--- src/rtl/interrupt_controller.sv ---
// Interrupt controller: latches source rising edges into IF, masks them with
// IE, and presents the highest-priority pending request and its vector to the
// CPU when the master enable IME is set.
module interrupt_controller #(
   parameter logic [15:0] IF_ADDR     = 16'hFF0F,
   parameter logic [15:0] IE_ADDR     = 16'hFFFF,
   parameter logic [15:0] VECTOR_BASE = 16'h0040
) (
   input  logic        clock,
   input  logic        reset,
   input  logic        vblank_int,
   input  logic        lcdc_int,
   input  logic        timer_int,
   input  logic        serial_int,
   input  logic        joypad_int,
   input  logic [15:0] addr,
   input  logic [7:0]  data_in,
   input  logic        wren,
   output logic [7:0]  data_out,
   output logic        reg_sel,
   input  logic        ime_set,
   input  logic        ime_clear,
   output logic        int_req,
   output logic [15:0] int_vector,
   input  logic        int_ack,
   output logic        int_pending
);

   logic [4:0] lines;
   logic [4:0] src_q;
   logic [4:0] src_d;
   logic       armed;
   logic [4:0] src_rise;
   logic [4:0] if_flags;
   logic [4:0] if_next;
   logic [7:0] ie_reg;
   logic       ime;
   logic       ime_next;
   logic [4:0] active;
   logic [3:0] pick;
   logic       sel_vld;
   logic [2:0] sel_idx;
   logic [4:0] sel_mask;
   logic       ack_take;

   // Lowest set bit wins; result is {valid, index}.
   function automatic logic [3:0] pick_lowest(input logic [4:0] p);
      logic [3:0] r;
      r = 4'b0000;
      for (int i = 4; i >= 0; i--) begin
         if (p[i]) r = {1'b1, 3'(i)};
      end
      return r;
   endfunction

   assign lines = {joypad_int, serial_int, timer_int, lcdc_int, vblank_int};

   // Source sampling. The first sample after reset seeds both stages, so a
   // line already high when reset releases is taken as the baseline and does
   // not count as a rising edge.
   always_ff @(posedge clock) begin
      if (reset) begin
         src_q <= 5'b0;
         src_d <= 5'b0;
         armed <= 1'b0;
      end else begin
         src_q <= lines;
         src_d <= armed ? src_q : lines;
         armed <= 1'b1;
      end
   end

   assign src_rise = src_q & ~src_d;

   // Priority selection over enabled, flagged sources (IE[7:5] never take part).
   always_comb begin
      active   = if_flags & ie_reg[4:0];
      pick     = pick_lowest(active);
      sel_vld  = pick[3];
      sel_idx  = pick[2:0];
      sel_mask = sel_vld ? (5'b00001 << sel_idx) : 5'b00000;
   end

   assign int_pending = |active;
   assign int_req     = ime & int_pending;
   assign int_vector  = sel_vld ? (VECTOR_BASE + {10'b0, sel_idx, 3'b000}) : 16'h0000;
   assign ack_take    = int_ack & int_req;

   // IF next value: CPU write, then acknowledge clear, then source edges, so a
   // new edge is never lost to a simultaneous write or ack.
   always_comb begin
      if_next = if_flags;
      if (wren && (addr == IF_ADDR)) if_next = data_in[4:0];
      if (ack_take) if_next = if_next & ~sel_mask;
      if_next = if_next | src_rise;
   end

   // IME next value: clear beats set, and taking an interrupt always clears.
   always_comb begin
      ime_next = ime;
      if (ime_set) ime_next = 1'b1;
      if (ime_clear) ime_next = 1'b0;
      if (ack_take) ime_next = 1'b0;
   end

   // Architectural register state.
   always_ff @(posedge clock) begin
      if (reset) begin
         if_flags <= 5'b0;
         ie_reg   <= 8'h00;
         ime      <= 1'b0;
      end else begin
         if_flags <= if_next;
         ime      <= ime_next;
         if (wren && (addr == IE_ADDR)) ie_reg <= data_in;
      end
   end

   // Register read port, unmapped addresses float high.
   always_comb begin
      reg_sel  = (addr == IF_ADDR) || (addr == IE_ADDR);
      data_out = 8'hFF;
      if (addr == IF_ADDR) data_out = {3'b111, if_flags};
      else if (addr == IE_ADDR) data_out = ie_reg;
   end

endmodule

--- config.mk ---
export PLATFORM = sky130hd
export DESIGN_NAME = interrupt_controller
export DESIGN_NICKNAME = d
export VERILOG_FILES = /design/src/rtl/interrupt_controller.sv
export SDC_FILE = /design/constraint.sdc
export NUM_CORES = 1
export LEC_CHECK = 0
export BUFFER_PORTS_ARGS = -buffer_cell sky130_fd_sc_hd__buf_2
export CORE_MARGIN = 4
export CORE_UTILIZATION = 38
export CTS_BUF_LIST = sky130_fd_sc_hd__clkbuf_4 sky130_fd_sc_hd__clkbuf_8
export DETAILED_ROUTE_END_ITERATION = 12
export GPL_ROUTABILITY_DRIVEN = 0
export MAX_ROUTING_LAYER = met4
export PLACE_DENSITY = 0.71
export SYNTH_ARGS = -nofsm -noshare
export SYNTH_HDL_FRONTEND = slang
export SYNTH_SLANG_ARGS = --single-unit
--- constraint.sdc ---
create_clock -name clock -period 2.8 [get_ports clock]
set_input_delay 0 -clock clock [delete_from_list [all_inputs] [get_ports clock]]
set_output_delay 0 -clock clock [all_outputs]
set_load 0.02 [all_outputs]
### After elaboration in Yosys (flattened, before gate mapping)

Index checks and enable logic that the tools add are counted.

* divide/modulo/power cells: 0
* $mul: 0
* eq/ne operators: 2
* $add $sub $neg: 1
* reductions and logical operators: 5
* bitwise gates (word level): 8
* shift-type cells: 1
* muxes and demuxes: 13
* magnitude comparators: 0

Operators with widths (count)
* equality test 16 bit, second input constant: 2
* two-way mux 8 bit: 3
* two-way mux 4 bit: 5
* two-way mux 5 bit: 4
* AND 5 bit: 3
* NOT 5 bit: 2
* adder 7 x 6 -> 8 bit, first input constant: 1
* OR 5 bit: 1
* OR reduction 5 bit: 1
* << shifter 1 x 3 -> 5 bit, first input constant: 1
* OR reduction 3 bit: 1
* AND 1 bit: 2
* logical AND 1 bit: 2
* logical OR 1 bit: 1
* two-way mux 1 bit: 1

* logic and storage cells: 36
* register bits after elaboration: 25
* RAM bits: 0
* bits in latches: 0
* bits in read-only memories: 0
* input bits: 35
* memories kept: 0

### Logic depth before layout (Yosys ltp)

* depth in word-level cells: 12
* gate-level depth with buffers: 6
* gate-level depth less buffers: 4

### Least setup slack after synthesis

OpenSTA, ideal clock, no wires.

* path kind: reg-to-reg
* start: register if_flags[3]
* end: register ime
* slack: 1.446 ns
* required time: 2.697 ns
* stages on the path, launching flop included: 4
* arrival: 1.250 ns
* setup time: 0.103 ns
* cells stage by stage: dfxtp_1 a22oi_1 nand3_1 a2111oi_2

* word-level cells in the longest chain between the ends: 5

Ends and longest elaborated chain
* start, declared: line 34 `logic [4:0] if_flags;`
* start signal, assigned: line 113 `if_flags <= if_next;`
* AND 5 bit: line 77 `active = if_flags & ie_reg[4:0];`
* OR reduction 5 bit: line 84 `assign int_pending = |active;`
* AND 1 bit: line 85 `assign int_req = ime & int_pending;`
* AND 1 bit: line 87 `assign ack_take = int_ack & int_req;`
* OR reduction 3 bit (no line)
* end signal, assigned: line 114 `ime <= ime_next;`
* end, declared: line 37 `logic ime;`

No other way between the ends.
A chain may end at the register's enable or synchronous reset.

### Worst setup path in the final report

* start: register ie_reg[2]
* end: register ime

* word-level cells in the longest chain between the ends: 5

Ends and longest elaborated chain
* start, declared: line 36 `logic [7:0] ie_reg;`
* start signal, assigned: line 115 `if (wren && (addr == IE_ADDR)) ie_reg <= data_in;`
* AND 5 bit: line 77
* OR reduction 5 bit: line 84
* AND 1 bit: line 85
* AND 1 bit: line 87
* OR reduction 3 bit (no line)

No other way between the ends.

==> metrics.txt <==
crit end category=flip-flop; average size of a mapped cell=8.64 um2; Leakage=0.748 nW; Final Net Count=249; area added between synthesis and finish=29.0%; share of cells above drive strength 1=0.291; Peak VDD IR=0.380 mV; cts bufs inserted=3; CTS sink cnt=25; Placeable Area=0.00336 mm2; max_cap viols=0; Critical Path Start Type=flip-flop; placed inst area=between 0.0015 and 0.002 mm2; R2R depth=4; max reg flops=8; count leader, synth=dfxtp_1; first-pass iteration count of the detailed router=4; Rows=21; Max Slew Vio Count=0; fin area=0.00172 mm2; critical path class=flip-flop to flip-flop; GRT Overall Usage=0.154; vias in the first global route=~1200; FILL cells=368; Period Utilization, post-route=0.670; achievable frequency=between 0.5 and 0.6 GHz; DR iter-0 viols=between 80 and 90; synthesis warning total=0; PwrDens=372 mW/mm2; Routed Wire Length=3.29 mm; via count=1323; Layout Utilization=0.510; Root Driver=clkbuf_4; initial antenna violation count=0; Sum Neg Setup Slack=0 ns; Worst Tran Pin Value=~0.55 ns; wire per inst=12.7 um; Die Width=67.2 um; share of the yosys chip area belonging to registers=0.376; clock buffer depth=2; crit path DAT=2.15 ns; CP Max Fanout=5; CTS-repair resized insts=0; first-pass GRT wire length=around 5.2 mm; die area=~0.0045 mm2; Yosys cell types=33; clock-pin slew on the worst setup and hold paths=~0.13 ns; Top FF cell, synth=dfxtp_1; FFs w/ async S/R, synth=0; Slew headroom=0.632; Period minus WS final=1.88 ns; Synth area leaders=dfxtp_1 (38%), buf_4 (7.9%), nand3_1 (5.6%); Yosys reg bits=25; final setup vio count=0; endpoints failing hold=0; Routed Antenna Nets=0; antenna cell count=0; EDFF count, synth=0; Layout Skew=0.00722 ns; Port Buffers=49; Synth top area share=0.376; total grt overflow=0; WHS Path Cells=4; RSZ-0062 raised after global routing=false; post-DR vias/cell=roughly 5; Min-Delay Path Class=input port to flip-flop; Syn Std Cell Area=0.00133 mm2; Boundary Pins=62; Post-Syn Instances=154; Post CTS Setup Buffer Count=0; H-tree depth=1; largest net degree at the start of global routing=29; HPWL after DPL=around 2.5 mm; status=completed; CTS Hold Bufs=15; Die Y=67.2 um; Req. time, crit path=3.08 ns; area leader, netlist=dfxtp_1; Residual DRC=0; initial core utilization=0.395; commonest cells in the synthesized netlist=dfxtp_1 (25), nand3_1 (15), buf_4 (14); CTS tree=yes; worst skew pair latency=0.32 ns
-- placed cells by master (no fill, tap or decap), types with 6 or more instances in the layout --
| master | instances |
|---|---|
| buf_2 | 49 |
| dfxtp_1 | 25 |
| nand3_1 | 15 |
| dlygate4sd3_1 | 15 |
| nor2_1 | 12 |
| conb_1 | 12 |
| nand2_1 | 11 |
| a21oi_1 | 9 |
| o21ai_1 | 8 |
| nor2b_1 | 6 |
-- metal layers --
layer | share of wire | GRT usage | wire, um
met4 | 0.0021 | 0.0152 | 7
met2 | 0.54 | 0.272 | 1780
met3 | 0.064 | 0.0399 | 209
met1 | 0.39 | 0.181 | 1290
met5 | 0 | - | 0
-- metrics by stage --
step / std cells / hold slack, ns / total power (W) / setup slack (ns)
2_1_floorplan: 165 / 0.0689 / 0.000450 / 1.45
3_3_place_gp: 240 / 0.172 / 0.000468 / 1.50
3_5_place_dp: 240 / 0.173 / 0.000471 / 1.45
4_1_cts: 259 / 0.0282 / 0.000641 / 0.938
5_1_grt: 259 / 0.0376 / 0.000671 / 0.807
6_report: 259 / 0.0297 / 0.000638 / 0.925
-- worst max-delay path, stage by stage, from the launching register on --
cell and delay (ns):
dfxtp_1 0.39, a22oi_1 0.35, nand3_1 0.20, a2111oi_2 0.31, dlygate4sd3_1 0.58
-- worst paths after layout --
| check | start | end | slack (ns) |
|---|---|---|---|
| max | ie_reg[2]$_SDFFE_PP0P_ | ime$_SDFFE_PP0P_ | 0.92 |
| min | addr[7] | if_flags[2]$_SDFF_PP0_ | 0.03 |
| max reg2reg | ie_reg[2]$_SDFFE_PP0P_ | ime$_SDFFE_PP0P_ | 0.92 |
| min reg2reg | ie_reg[6]$_SDFFE_PP0P_ | ie_reg[6]$_SDFFE_PP0P_ | 0.49 |
-- report_power, final --
group / switching [W] / internal, W
clock: 0.000106 / 0.0000535
sequential: 0.0000127 / 0.000371
combinational: 0.0000494 / 0.0000456
-- cell type report --
cell class                      instances  area, um2  share of cell area
Multi-Input combinational cell        118        727               0.424
Sequential cell                        25        500               0.292
Timing Repair Buffer                   64        395               0.230
Tap cell                               46       57.6              0.0336
Clock buffer                            3       22.5              0.0131
Inverter                                2       7.51             0.00438
Clock inverter                          1       5.00             0.00292
-- kinds of logic (layout without fill, tap and decap cells) --
kind of cell	count (synthesis)	after routing	share of synthesized area
simple gates	65	65	0.287
flops	25	25	0.376
buf+inv	22	70	0.108
compound gates	36	36	0.188
mux	5	5	0.0376
other cells	1	12	0.00282
Power figures use the tool's default switching activity.
